### src/rtl/ex_mul_wb_pkg.sv
// Shared JX2 core constants and payload types for the MUL3 writeback path.
// Optional feature macro: JX2_MULWB_SAT32_EN (signed 32-bit clamp of ixt-tagged results).
package ex_mul_wb_pkg;

  localparam int unsigned RegNW          = 7;
  localparam int unsigned IxtW           = 9;
  localparam int unsigned ValW           = 64;
  localparam int unsigned MulWbFifoDepth = 2;
  localparam int unsigned MulWbPtrW      = $clog2(MulWbFifoDepth);
  localparam int unsigned MulWbCntW      = $clog2(MulWbFifoDepth + 1);

  localparam logic [7:0]  JX2_UCMD_MUL3  = 8'h25;
  localparam int unsigned JX2_IXT_SAT32  = 3;

  typedef struct packed {
    logic             valid;
    logic [RegNW-1:0] regN;
    logic [IxtW-1:0]  ixt;
  } MulTag;

  typedef struct packed {
    logic [RegNW-1:0] regN;
    logic [ValW-1:0]  val;
  } MulWbEnt;

`ifdef JX2_MULWB_SAT32_EN
  // Clamp to the signed 32-bit range, result sign-extended to 64 bits.
  function automatic logic [ValW-1:0] sat32(input logic [ValW-1:0] v);
    logic fits;
    fits = (v[ValW-1:31] == '0) || (v[ValW-1:31] == '1);
    if (fits) return v;
    return v[ValW-1] ? {32'hFFFF_FFFF, 32'h8000_0000} : {32'h0000_0000, 32'h7FFF_FFFF};
  endfunction
`endif

endpackage

### src/rtl/ex_mul_wb_if.sv
// Execute-to-writeback handshake bundle for the MUL3 result path.
interface ex_mul_wb_if;
  import ex_mul_wb_pkg::*;

  logic                idMulVld;
  logic [RegNW-1:0]    idRegN;
  logic [IxtW-1:0]     idUIxt;
  logic                exHold;
  logic [ValW-1:0]     valRn;
  logic                wbReady;
  logic                wbValid;
  logic [RegNW-1:0]    wbRegN;
  logic [ValW-1:0]     wbVal;
  logic                mulHoldReq;
  logic                mulBusy;

  modport master (
    output idMulVld, idRegN, idUIxt, exHold, valRn, wbReady,
    input  wbValid, wbRegN, wbVal, mulHoldReq, mulBusy
  );

  modport slave (
    input  idMulVld, idRegN, idUIxt, exHold, valRn, wbReady,
    output wbValid, wbRegN, wbVal, mulHoldReq, mulBusy
  );

endinterface

### src/rtl/ex_mul_wb_fifo.sv
// Two-entry result queue between the multiplier EX3 capture and the writeback port.
module ex_mul_wb_fifo
  import ex_mul_wb_pkg::*;
(
  input  logic                 clock,
  input  logic                 reset,
  input  logic                 push,
  input  MulWbEnt              pushData,
  input  logic                 pop,
  output MulWbEnt              headData_c,
  output logic [MulWbCntW-1:0] count
);

  MulWbEnt              mem [MulWbFifoDepth];
  logic [MulWbPtrW-1:0] rdPtr;
  logic [MulWbPtrW-1:0] wrPtr;

  // At full, a simultaneous push overwrites the slot being popped, so order holds.
  always_ff @(posedge clock or negedge reset) begin
    if (!reset) begin
      mem   <= '{default: '0};
      rdPtr <= '0;
      wrPtr <= '0;
      count <= '0;
    end else begin
      if (push) begin
        mem[wrPtr] <= pushData;
        wrPtr      <= wrPtr + MulWbPtrW'(1);
      end
      if (pop) begin
        rdPtr <= rdPtr + MulWbPtrW'(1);
      end
      case ({push, pop})
        2'b10:   count <= count + MulWbCntW'(1);
        2'b01:   count <= count - MulWbCntW'(1);
        default: count <= count;
      endcase
    end
  end

  // Head is forced to zero when empty so stale data never reaches the port.
  assign headData_c = (count != '0) ? mem[rdPtr] : '0;

endmodule

### src/rtl/ex_mul_wb.sv
// MUL3 execute-to-writeback stage: tag pipe matching multiplier latency plus result queue.
// Optional feature macro: JX2_MULWB_SAT32_EN (clamp ixt-tagged results to signed 32-bit).
module ex_mul_wb
  import ex_mul_wb_pkg::*;
(
  input  logic       clock,
  input  logic       reset,
  ex_mul_wb_if.slave mulIf
);

  MulTag                s1;
  MulTag                s2;
  MulTag                s3;
  logic [MulWbCntW-1:0] fifoCount;
  MulWbEnt              head_c;
  MulWbEnt              pushEnt_c;
  logic [ValW-1:0]      pushVal_c;
  logic                 pop_c;
  logic                 full_c;
  logic                 holdReq_c;
  logic                 advance_c;
  logic                 push_c;
  logic                 unusedIxt_c;

  assign full_c    = (fifoCount == MulWbCntW'(MulWbFifoDepth));
  assign pop_c     = (fifoCount != '0) && mulIf.wbReady;
  assign holdReq_c = full_c && s3.valid && !pop_c;
  // Our own hold request also freezes the pipe so no tag is lost if the core lags a cycle.
  assign advance_c = !mulIf.exHold && !holdReq_c;
  assign push_c    = s3.valid && advance_c;

  // Tag pipe tracks the multiplier EX1..EX3 stages one-for-one; issue is ignored while held.
  always_ff @(posedge clock or negedge reset) begin
    if (!reset) begin
      s1 <= '0;
      s2 <= '0;
      s3 <= '0;
    end else if (advance_c) begin
      s1 <= '{valid: mulIf.idMulVld, regN: mulIf.idRegN, ixt: mulIf.idUIxt};
      s2 <= s1;
      s3 <= s2;
    end
  end

`ifdef JX2_MULWB_SAT32_EN
  assign pushVal_c = s3.ixt[JX2_IXT_SAT32] ? sat32(mulIf.valRn) : mulIf.valRn;
`else
  assign pushVal_c = mulIf.valRn;
`endif

  assign unusedIxt_c = ^s3.ixt;
  assign pushEnt_c   = '{regN: s3.regN, val: pushVal_c};

  ex_mul_wb_fifo uFifo (
    .clock      (clock),
    .reset      (reset),
    .push       (push_c),
    .pushData   (pushEnt_c),
    .pop        (pop_c),
    .headData_c (head_c),
    .count      (fifoCount)
  );

  assign mulIf.wbValid    = (fifoCount != '0);
  assign mulIf.wbRegN     = head_c.regN;
  assign mulIf.wbVal      = head_c.val;
  assign mulIf.mulHoldReq = holdReq_c;
  assign mulIf.mulBusy    = s1.valid || s2.valid || s3.valid || (fifoCount != '0);

endmodule

### src/flat_wrapper.sv
// flat-port wrapper written by rule: the top's interface ports become plain ports
module ex_mul_wb_flat import ex_mul_wb_pkg::*;
  (clock, reset, mulIf_idMulVld, mulIf_idRegN, mulIf_idUIxt, mulIf_exHold, mulIf_valRn, mulIf_wbReady, mulIf_wbValid, mulIf_wbRegN, mulIf_wbVal, mulIf_mulHoldReq, mulIf_mulBusy);
  ex_mul_wb_if mulIf_i ();
  input  logic clock;
  input  logic reset;
  input wire logic [$bits(mulIf_i.idMulVld)-1:0] mulIf_idMulVld;
  input wire logic [$bits(mulIf_i.idRegN)-1:0] mulIf_idRegN;
  input wire logic [$bits(mulIf_i.idUIxt)-1:0] mulIf_idUIxt;
  input wire logic [$bits(mulIf_i.exHold)-1:0] mulIf_exHold;
  input wire logic [$bits(mulIf_i.valRn)-1:0] mulIf_valRn;
  input wire logic [$bits(mulIf_i.wbReady)-1:0] mulIf_wbReady;
  output wire logic [$bits(mulIf_i.wbValid)-1:0] mulIf_wbValid;
  output wire logic [$bits(mulIf_i.wbRegN)-1:0] mulIf_wbRegN;
  output wire logic [$bits(mulIf_i.wbVal)-1:0] mulIf_wbVal;
  output wire logic [$bits(mulIf_i.mulHoldReq)-1:0] mulIf_mulHoldReq;
  output wire logic [$bits(mulIf_i.mulBusy)-1:0] mulIf_mulBusy;
  assign mulIf_i.idMulVld = mulIf_idMulVld;
  assign mulIf_i.idRegN = mulIf_idRegN;
  assign mulIf_i.idUIxt = mulIf_idUIxt;
  assign mulIf_i.exHold = mulIf_exHold;
  assign mulIf_i.valRn = mulIf_valRn;
  assign mulIf_i.wbReady = mulIf_wbReady;
  assign mulIf_wbValid = mulIf_i.wbValid;
  assign mulIf_wbRegN = mulIf_i.wbRegN;
  assign mulIf_wbVal = mulIf_i.wbVal;
  assign mulIf_mulHoldReq = mulIf_i.mulHoldReq;
  assign mulIf_mulBusy = mulIf_i.mulBusy;
  ex_mul_wb u_core (.clock(clock), .reset(reset), .mulIf(mulIf_i));
endmodule
### config.mk
export PLATFORM = sky130hd
export DESIGN_NAME = ex_mul_wb_flat
export DESIGN_NICKNAME = d
export VERILOG_FILES = /design/src/rtl/ex_mul_wb_pkg.sv /design/src/rtl/ex_mul_wb_if.sv /design/src/rtl/ex_mul_wb_fifo.sv /design/src/rtl/ex_mul_wb.sv /design/src/flat_wrapper.sv
export SDC_FILE = /design/constraint.sdc
export NUM_CORES = 1
export LEC_CHECK = 0
export BUFFER_PORTS_ARGS = -buffer_cell sky130_fd_sc_hd__buf_4
export CAP_MARGIN = 30
export CORE_MARGIN = 1.5
export CORE_UTILIZATION = 40
export CTS_CLUSTER_SIZE = 8
export DETAILED_ROUTE_END_ITERATION = 10
export SYNTH_ARGS = -nofsm -noshare
export SYNTH_HDL_FRONTEND = slang
export SYNTH_SLANG_ARGS = --single-unit
### constraint.sdc
create_clock -name clock -period 1.85 [get_ports clock]
set_input_delay 0.185 -clock clock [delete_from_list [all_inputs] [get_ports clock]]
set_output_delay 0.185 -clock clock [all_outputs]
set_load 0.05 [all_outputs]
==> out/metrics.yaml, run 1 <==
drt:
  drc: 0
  routed_via_density: 4.95
  dr_wl_met2_mm: 9.54
  firstDrtPassIters: 4
  drt_iter0_markers: 152
  wire_per_inst_um: 18.8
  wirelength_mm: 19.0
  wl_met3_um: 837
  wl_met1_mm: 8.53
  ant_nets: 0
  highest_layer: "met4"
  num_vias: 5029
grt:
  grt-ovfl-total: 0
  grt_max_degree: 71
  grt_pass1_wl_mm: 29.4
  gr-usage-all-layers_pct: 19.0
  grt_pass1_vias: 5553
  antenna_found_initial: 0
clock_network:
  max-clock-path-buffers: 2
  clkTransAtPathRegs_ns: 0.06
  cts_made_buffers: 17
  clk_root_buffer_cell: "clkbuf_16"
  cts_tree: "built"
  numClockSinks: 170
  htree_levels: 4
  clk-insertion-delay-late_ns: 0.42
run:
  maxCapViolCount: 0
outcome:
  run_status: "complete, but fails checks"
  violations: "setup timing"
placement:
  place_congestion: 0.729
  io_buffers: 149
  dpl_cell_area_mm2: 0.00917
  hpwl_mm: 10.1
  place_ws_ns: 0.0817
logic_synthesis:
  ys_seq_elements: 170
  synth_top_cell_by_area: "dfrtp_1"
  synth_cell_types: 21
  syn_nets: 616
  synthTopCellsByArea: "dfrtp_1 55%, mux2_2 14%, mux2_4 13%"
  syn_inst: 530
  synthDominantCellAreaShare_pct: 55.3
  ys_warn_count: 0
  avgSynthCellArea_um2: 14.5
  netlist_area_mm2: 0.00769
  synth_seq_area_share_pct: 55.3
setup_path:
  critPathMaxFanout: 11
  cp_slowest_cell: "dfrtp_4"
  required_ns: 1.66
  ff2ff_path_depth: 4
  path_cells: "clkbuf_16 > mux2i_2 > nor2_4 > buf_6"
  r2r_end: "u_core.uFifo.mem[132]"
  reg2reg_slack_ns: 0.07
  cpPeakStageDelay_ns: 0.59
  path_class: "reg2out"
  start_kind: "register"
  arrival_ns: 1.77
  r2r-start: "u_core.uFifo.count[0]"
  end_kind: "primary output"
sta:
  max_slew_margin_pct: 73.1
  fmax_mhz: 511
  post-route-min-period_ns: 1.96
  slew_viol_final: 0
  timing.final.ws_setup_ns: -0.106
  setup_tns_ns: -2.13
  hold_viol: 0
  worst_pin_slew_ns: 0.402
  rsz0062_at_grt: "yes"
  min_period_over_period_pct: 106
  finalSetupViolCount: 62
  fin_skew_ns: 0.00671
final_layout:
  antenna_cells: 0
  areaGrowthSynthToFinish_pct: 47.5
  final_area_mm2: 0.0113
  fill_cells: 1452
  finalNetCount: 854
  drive_gt1_share_pct: 54.0
worst_hold_path:
  hold_end: "u_core.uFifo.mem[80]"
  holdPathStages: 2
  min-delay-path-class: "in2reg"
  hp-start: "mulIf_valRn[9]"
floorplan:
  die_w_um: 142
  die_height_um: 142
  die_area_mm2: 0.0201
  start_util_pct: 41.0
  placeableCoreArea_mm2: 0.0188
  rows: 50
  io_pins: 159
==> cells by family after synthesis <==
logic type / synth area share (%)
multiplexers: 36.9
flip-flops: 55.3
AND/OR/NAND/NOR: 4.34
buffers and inverters: 2.62
XOR/XNOR: 0.456
AO/OA/AOI/OAI: 0.179
adder cells (fa/ha/maj): 0.163
==> flip-flops by register name (all words and copies together), names as in the netlist <==
name / flops
u_core.uFifo.rdPtr: 1
u_core.uFifo.count: 2
u_core.s2: 8
u_core.pushEnt_c: 7
u_core.s3: 1
u_core.s1: 8
u_core.uFifo.mem: 142
u_core.uFifo.wrPtr: 1
==> stage by stage <==
| step | hold WS [ns] | instances | util, % |
|---|---|---|---|
| after global placement | 0.0938 | 896 | 48.8 |
| after detailed placement | 0.0978 | 896 | 48.8 |
| after global routing | -0.000306 | 1015 | 60.5 |
| final | 0.0173 | 1015 | 60.5 |
| after floorplan | -0.111 | 530 | - |
| after CTS | 0.000204 | 1010 | 59.0 |
==> cells in the final DEF, fill, tap and decap left out, drive strengths merged <==
| cell type | synthesis | layout |
|---|---|---|
| or3 | 1 | 1 |
| a21oi | 1 | 1 |
| xnor2 | 2 | 2 |
| inv | 1 | 1 |
| dlygate4sd3 | 0 | 70 |
| mux2i | 71 | 71 |
| o21ai | 1 | 1 |
| buf | 24 | 176 |
| nand2b | 1 | 1 |
| bufinv | 0 | 4 |
| clkinvlp | 0 | 3 |
| clkinv | 0 | 3 |
| mux2 | 166 | 166 |
| xor2 | 2 | 2 |
| dfrtp | 170 | 170 |
| ha | 1 | 1 |
| nand2 | 2 | 2 |
| or4 | 1 | 1 |
| nor3b | 2 | 2 |
| and2 | 2 | 2 |
| nor2 | 73 | 73 |
| clkbuf | 9 | 28 |
==> critical path, delay by kind of cell (launching register included) <==
kind	cells	cell delay, ns
buffers and inverters	2	0.41
flip-flops	1	0.59
multiplexers	1	0.29
AND/OR/NAND/NOR	1	0.06
==> synthesized netlist by cell type <==
library cell,n
dfrtp_1,170
mux2_2,97
nor2_1,73
mux2i_1,71
mux2_4,69
buf_2,17
clkbuf_1,9
buf_6,7
and2_1,2
nand2_1,2
xnor2_1,2
xor2_1,2
a21oi_2,1
ha_1,1
inv_1,1
nand2b_1,1
nor3b_1,1
nor3b_2,1
o21ai_0,1
or3_1,1
or4_1,1
==> final cells by class <==
type                            instances  area (µm²)  area share [%]
Sequential cell                       170        4260            37.5
Multi-Input combinational cell        326        3440            30.3
Timing Repair Buffer                  252        2710            23.9
Clock buffer                           22         474            4.18
Tap cell                              234         293            2.58
Clock inverter                         10         165            1.46
Inverter                                1        3.75          0.0331
==> how the worst max path moves through the flow <==
stage / from / endpoint / slack [ns] / cells past startpoint
after floorplan: u_core.uFifo.count[0] / u_core.uFifo.count[1] / 0.007 / 6
after global placement: u_core.uFifo.count[0] / u_core.uFifo.mem[123] / 0.12 / 4
after detailed placement: u_core.uFifo.count[0] / u_core.uFifo.mem[129] / 0.08 / 4
after CTS: u_core.uFifo.count[1] / mulIf_mulBusy / -0.12 / 5
after global routing: u_core.uFifo.count[1] / mulIf_mulBusy / -0.17 / 5
final: u_core.uFifo.rdPtr / mulIf_wbVal[12] / -0.11 / 4
==> layer usage <==
layer / GRT usage (%) / vias to the layer above
li1: - / 2317
met1: 23.7 / 2599
met3: 5.26 / 10
met2: 32.9 / 103
met5: 0 / -
met4: 4.18 / 0
==> what timing repair did <==
action                                 in CTS  in global routing
cloned                                      6                  6
endpoints found under the hold margin     144                  0
setup endpoints to repair                  72                 81
pin swaps                                   3                 10
buffers inserted                            6                  2
resized for setup                          90                 48
hold buffers                               70                  0
Power of run 1 is left out: the tool's default activity adds up to more than one toggle a clock period on the data nets, which glitch-free logic cannot reach.
==> run 2, diff against run 1 <==
Settings changed: SETUP_SLACK_MARGIN set to 0.4.
==> run 2 against run 1 <==
The run still ends with setup timing left. Global-route usage is 2.7 points higher. Critical path depth grew 2. Register-to-register slack lost 0.19 ns. Non-clock buffer count grew 51. Clock skew is 0.0058 ns higher. First-iteration DRC count down 4.6%. Critical endpoint is now u_core.uFifo.mem[91]. Largest cell class is now multi-input combinational cells.
==> out/metrics.yaml, run 2 (synthesis gave the netlist of run 1 again) <==
outcome:
  run_status: "complete, but fails checks"
  violations: "setup timing"
drt:
  wirelength_mm: 21.3  # +12%
  wire_per_inst_um: 20.0  # +6.4%
  drt_iter0_markers: 145  # -4.6%
  drc: 0  # unchanged
  ant_nets: 0  # unchanged
  num_vias: 5309  # +5.6%
  routed_via_density: 4.98  # +0.52%
  firstDrtPassIters: 4  # unchanged
grt:
  antenna_found_initial: 0  # unchanged
  grt_pass1_vias: 5882  # +5.9%
  grt_use_met2_pct: 36.3  # +3.4 points
  met1_usage_pct: 29.3  # +5.6 points
  grt-ovfl-total: 0  # unchanged
  grt_use_met3_pct: 4.35  # -0.91 points
  grt_pass1_wl_mm: 33.3  # +13%
  grt_max_degree: 45  # -37%
  gr-usage-all-layers_pct: 21.7  # +2.7 points
  grt.busiest_layer: "met2"
sta:
  worst_pin_slew_ns: 0.355  # -0.0467 ns
  fin_skew_ns: 0.0125  # +0.00575 ns
  timing.final.ws_setup_ns: -0.117  # -0.0109 ns
  min_period_over_period_pct: 106  # +0.59 points
  fmax_mhz: 508  # -0.55%
  post-route-min-period_ns: 1.97  # +0.0109 ns
  rsz0062_at_grt: "yes"
  finalSetupViolCount: 164  # +160%
  slew_viol_final: 0  # unchanged
  hold_viol: 0  # unchanged
  max_slew_margin_pct: 76.3  # +3.2 points
placement:
  io_buffers: 149  # unchanged
  place_congestion: 0.763  # +4.7%
  hpwl_mm: 11.4  # +13%
setup_path:
  arrival_ns: 2.27  # +0.50 ns
  end_kind: "register"
  required_ns: 2.16  # +0.50 ns
  path_class: "reg2reg"
  critPathMaxFanout: 9  # -2
  start_kind: "register"
clock_network:
  numClockSinks: 170  # unchanged
  max-clock-path-buffers: 2  # unchanged
  cts_tree: "built"
  htree_levels: 4  # unchanged
  clk-insertion-delay-late_ns: 0.43  # about the same
  cts_made_buffers: 17  # unchanged
  clk_root_buffer_cell: "clkbuf_16"
  clkTransAtPathRegs_ns: 0.07  # about the same
final_layout:
  largest_reg_flops: 142  # unchanged
  final_core_util_pct: 70.6  # +10 points
  areaGrowthSynthToFinish_pct: 72.3
  finalNetCount: 905  # +6.0%
  reg_top3: "u_core.uFifo.mem (142), u_core.s1 (8), u_core.s2 (8)"
  layout_commonest_cell: "dfrtp_1"
  drive_gt1_share_pct: 68.0  # +14 points
  antenna_cells: 0  # unchanged
  largest_register: "u_core.uFifo.mem"
  layout_common_cells: "167 x dfrtp_1, 140 x mux2_4, 123 x buf_4, 73 x dlygate4sd3_1, 65 x nor2_4"
floorplan:
  start_util_pct: 41.0  # unchanged
  die_area_mm2: 0.0201  # unchanged
  placeableCoreArea_mm2: 0.0188  # unchanged
  die_w_um: 142  # unchanged
  rows: 50  # unchanged
  die_height_um: 142  # unchanged
  io_pins: 159  # unchanged
run:
  maxCapViolCount: 0  # unchanged
worst_hold_path:
  min-delay-path-class: "in2reg"
-- run 2: changes by cell type in the layout (fill, tap and decap cells not counted), moves of 11 or more --
cell     delta
buf_6      -26
buf_4      +38
mux2i_1    -42
mux2_4     +71
mux2_2     -71
mux2i_4    +21
nor2_4     +53
buf_16     +22
buf_12     +11
mux2i_2    +21
nor2_1     -45
-- run 2: area by class of cell --
cell class,count,area [µm²]
multi-input cells,326,4480
fillers,1203,5520
flip-flops and latches,170,4260
repair buffers,303,3610
inverters,1,6.26
clock inverters,15,176
well taps,234,293
clock buffers,17,425
-- run 2: final timing paths --
| path | from | end | slack, ns | depth (start not counted) |
|---|---|---|---|---|
| setup / recovery | u_core.uFifo.count[1] | u_core.uFifo.mem[91] | -0.12 | 6 |
| hold / removal | mulIf_wbReady | u_core.uFifo.wrPtr | 0.15 | 4 |
| setup reg to reg | u_core.uFifo.count[1] | u_core.uFifo.mem[91] | -0.12 | 6 |
| hold reg to reg | u_core.s1[12] | u_core.s2[12] | 0.51 | 1 |
| max in group asynchronous | reset | u_core.uFifo.mem[93] | 0.99 | 3 |
| min in group asynchronous | reset | u_core.uFifo.mem[31] | 0.22 | 2 |
-- run 2: worst max-delay path: stages, from the launching register on --
cell and delay, ns:
dfrtp_1 0.42, buf_4 0.16, nor3b_4 0.16, or3_4 0.48, buf_12 0.17, buf_16 0.15, mux2_4 0.30
-- run 2: per-stage QoR --
| step | instances | setup WS [ns] | cell area, µm² | hold WS (ns) | setup TNS (ns) |
|---|---|---|---|---|---|
| 2_1_floorplan | 530 | 0.117 | 8630 | -0.111 | 0 |
| 6_report | 1066 | -0.117 | 13300 | 0.151 | -11.55 |
| 3_3_place_gp | 904 | 0.0490 | 10100 | 0.0965 | 0 |
| 4_1_cts | 1056 | -0.118 | 12800 | 0.133 | -11.08 |
| 3_5_place_dp | 904 | 0.0474 | 10100 | 0.0979 | 0 |
| 5_1_grt | 1066 | -0.160 | 13300 | 0.186 | -21.87 |
-- run 2: what timing repair did --
| item | CTS | global route |
|---|---|---|
| gates cloned | 21 | 5 |
| hold buffers | 73 | 0 |
| pin swaps | 8 | 5 |
| hold endpoints to repair | 198 | 0 |
| endpoints found under the setup margin | 240 | 243 |
| setup buffers | 26 | 5 |
| resized for setup | 136 | 51 |
-- run 2: per-layer routing --
layer	vias to the layer above	routed length [µm]
met4	0	174
met1	2756	9680
met2	100	10700
li1	2441	-
met5	-	0
met3	12	725
Power of run 2 is left out for the same reason.
==> run 3, diff against run 2 <==
Settings changed: BUFFER_PORTS_ARGS -buffer_cell sky130_fd_sc_hd__buf_4 to -buffer_cell sky130_fd_sc_hd__buf_2, SYNTH_HIERARCHICAL set to 1.
==> run 3 against run 2 <==
The flow still finishes with violations (setup timing). Via count shrank 1.3%. Die area shrank 1.1%. Core utilization shrank 1.5 points. Routed wire length shrank 2.7%. Sequential share of layout area grew 0.92 points.
==> out/metrics.yaml, run 3 <==
outcome:
  run_status: "complete, but fails checks"
  violations: "setup timing"
clock_network:
  numClockSinks: 170  # unchanged
  max-clock-path-buffers: 2  # unchanged
  cts_made_buffers: 17  # unchanged
  clk_root_buffer_cell: "clkbuf_16"
  clk-insertion-delay-late_ns: 0.42  # about the same
  htree_levels: 4  # unchanged
  clkTransAtPathRegs_ns: 0.06  # about the same
  cts_tree: "built"
sta:
  min_period_over_period_pct: 109  # +2.2 points
  hold_viol: 0  # unchanged
  max_slew_margin_pct: 68.0  # -8.3 points
  fin_skew_ns: 0.00932  # -0.00315 ns
  worst_pin_slew_ns: 0.479  # +0.124 ns
  timing.final.ws_setup_ns: -0.158  # -0.0410 ns
  fmax_mhz: 498  # -2.0%
  setup_tns_ns: -19.13  # -7.58 ns
  rsz0062_at_grt: "yes"
  post-route-min-period_ns: 2.01  # +0.0410 ns
  finalSetupViolCount: 214  # +30%
  slew_viol_final: 0  # unchanged
setup_path:
  path_cells: "buf_4 > and4bb_4 > nor2_8 > and2_4 > inv_4 > nor2_4 > buf_12 > buf_6 > buf_12 > buf_16 > mux2_4"
  cpMostUsedCell: "buf_12"
  cp-startpoint: "u_core/uFifo/count[1]"
  required_ns: 2.16  # about the same
  r2r_end: "u_core/uFifo/mem[128]"
  cp_slowest_cell: "dfrtp_1"
  path_class: "reg2reg"
  end_kind: "register"
  reg2reg_slack_ns: -0.16  # -0.04 ns
  critPathMaxFanout: 6  # -3
  r2r-start: "u_core/uFifo/count[1]"
  start_kind: "register"
  arrival_ns: 2.32  # +0.05 ns
  ff2ff_path_depth: 11  # +5
  cpPeakStageDelay_ns: 0.39  # -0.09 ns
  crit_end: "u_core/uFifo/mem[128]"
logic_synthesis:
  netlist_area_mm2: 0.00760  # -1.1%
  synth_top_cell_by_area: "dfrtp_1"
  avgSynthCellArea_um2: 14.5  # -0.37%
  postSynth.asyncResetShare_pct: 100  # unchanged
  synthTopCellsByArea: "dfrtp_1 56%, mux2_2 21%, mux2i_1 9.3%"
  synth_seq_area_share_pct: 55.9  # +0.63 points
  ys_warn_count: 6  # +6
  synth_ff_type: "dfrtp_1"
  synth_common_cells: "170 x dfrtp_1, 141 x mux2_2, 73 x nor2_1"
  syn_inst: 526  # -0.75%
  synth_most_common_cell: "dfrtp_1"
  synth_cell_types: 23  # +9.5%
  syn_nets: 612  # -0.65%
  synthDominantCellAreaShare_pct: 55.9  # +0.63 points
  ys_seq_elements: 170  # unchanged
  synth_edf_count: 0  # unchanged
drt:
  drc: 0  # unchanged
  ant_nets: 0  # unchanged
  num_vias: 5238  # -1.3%
  wirelength_mm: 20.7  # -2.7%
  firstDrtPassIters: 4  # unchanged
  drt_iter0_markers: 166  # +14%
  wire_per_inst_um: 19.9  # -0.26%
  routed_via_density: 5.04  # +1.1%
run:
  maxCapViolCount: 0  # unchanged
floorplan:
  die_w_um: 141  # -0.55%
  die_area_mm2: 0.0198  # -1.1%
  die_height_um: 141  # -0.55%
  start_util_pct: 40.8  # -0.19 points
  placeableCoreArea_mm2: 0.0186  # -0.67%
  io_pins: 159  # unchanged
  rows: 50  # unchanged
final_layout:
  largest_reg_flops: 142  # unchanged
  finalNetCount: 881  # -2.7%
  antenna_cells: 0  # unchanged
  final_area_mm2: 0.0129  # -2.8%
  fill_cells: 1230  # +2.2%
  largest_register: "u_core/uFifo/mem"
  layout_commonest_cell: "dfrtp_1"
  layout_common_cells: "169 x dfrtp_1, 88 x mux2_2, 78 x mux2_4, 74 x buf_2, 71 x nor2_4"
  drive_gt1_share_pct: 72.2  # +4.2 points
  reg_top3: "u_core/uFifo/mem (142), u_core/s1 (8), u_core/s2 (8)"
  areaGrowthSynthToFinish_pct: 69.3
grt:
  gr-usage-all-layers_pct: 20.1  # -1.7 points
  antenna_found_initial: 0  # unchanged
  grt_pass1_wl_mm: 30.9  # -7.3%
  grt_max_degree: 64  # +42%
  grt-ovfl-total: 0  # unchanged
  grt_pass1_vias: 5790  # -1.6%
placement:
  hpwl_mm: 11.0  # -3.4%
  place_congestion: 0.701  # -8.1%
  dpl_cell_area_mm2: 0.00935  # -7.4%
  io_buffers: 149  # unchanged
worst_hold_path:
  min-delay-path-class: "in2reg"
[run 3: cell count changes after synthesis, sizes merged]
cell    before  now
clkbuf       9   13
a21oi        1    0
buf         24   18
nor2        73   75
nand2        2    1
o21ai        1    0
nor3b        2    0
nand2b       1    0
or3          1    0
and4bb       0    1
or2          0    1
xor2         2    3
[run 3: worst max-delay path: cells and delay by family, from the launching register on]
family	cells	cell delay [ns]
simple gates	4	0.57
buf+inv	6	0.62
flops	1	0.39
mux	1	0.30
[run 3: worst min path at each step]
stage                                from                    end  slack, ns  cells after the start
after floorplan                     reset   u_core/pushEnt_c[64]      -0.11                      0
after global placement              reset    u_core/uFifo/mem[4]       0.04                      1
after detailed placement            reset    u_core/uFifo/mem[4]       0.04                      1
after CTS                 mulIf_valRn[51]  u_core/uFifo/mem[122]    0.00004                      2
after global routing      mulIf_valRn[16]   u_core/uFifo/mem[87]      0.004                      2
final                      mulIf_valRn[7]   u_core/uFifo/mem[78]       0.01                      2
[run 3: layout make-up]
type | count | area [µm²] | area share, %
Multi-Input combinational cell | 324 | 4490 | 34.8
Sequential cell | 170 | 4260 | 33.1
Timing Repair Buffer | 281 | 3310 | 25.7
Clock buffer | 21 | 470 | 3.65
Tap cell | 234 | 293 | 2.27
Clock inverter | 9 | 50.0 | 0.389
Inverter | 1 | 6.26 | 0.0486
[run 3: per-stage QoR]
stage / instances / utilization, % / setup slack, ns / hold slack, ns
CTS: 1013 / 62.2 / -0.132 / 0.0000392
floorplan: 526 / - / -0.253 / -0.111
global placement: 903 / 50.1 / -0.00679 / 0.0356
detailed placement: 903 / 50.1 / -0.0550 / 0.0397
global route: 1040 / 69.1 / -0.215 / 0.00406
finish: 1040 / 69.1 / -0.158 / 0.0135
[run 3: cells by family after synthesis]
| logic type | count (synthesis) | synth area share [%] |
|---|---|---|
| XOR/XNOR | 5 | 0.576 |
| adder cells (fa/ha/maj) | 1 | 0.165 |
| buffers and inverters | 32 | 3.77 |
| flip-flops | 170 | 55.9 |
| multiplexers | 237 | 34.9 |
| AND/OR/NAND/NOR | 81 | 4.67 |
[run 3: what timing repair did]
action	in CTS	in global routing
hold buffers	46	0
resized for setup	215	195
endpoints found under the hold margin	194	0
buffers inserted	24	9
pin swaps	4	16
cloned	10	18
endpoints found under the setup margin	242	242
[run 3: routing by layer]
metal | vias to the layer above | wire [µm] | global-route usage [%]
met3 | 17 | 684 | 4.11
met4 | 0 | 235 | 5.70
met5 | - | 0 | 0
met1 | 2712 | 9040 | 25.7
li1 | 2401 | - | -
met2 | 108 | 10800 | 34.6
Power of run 3 is left out for the same reason.
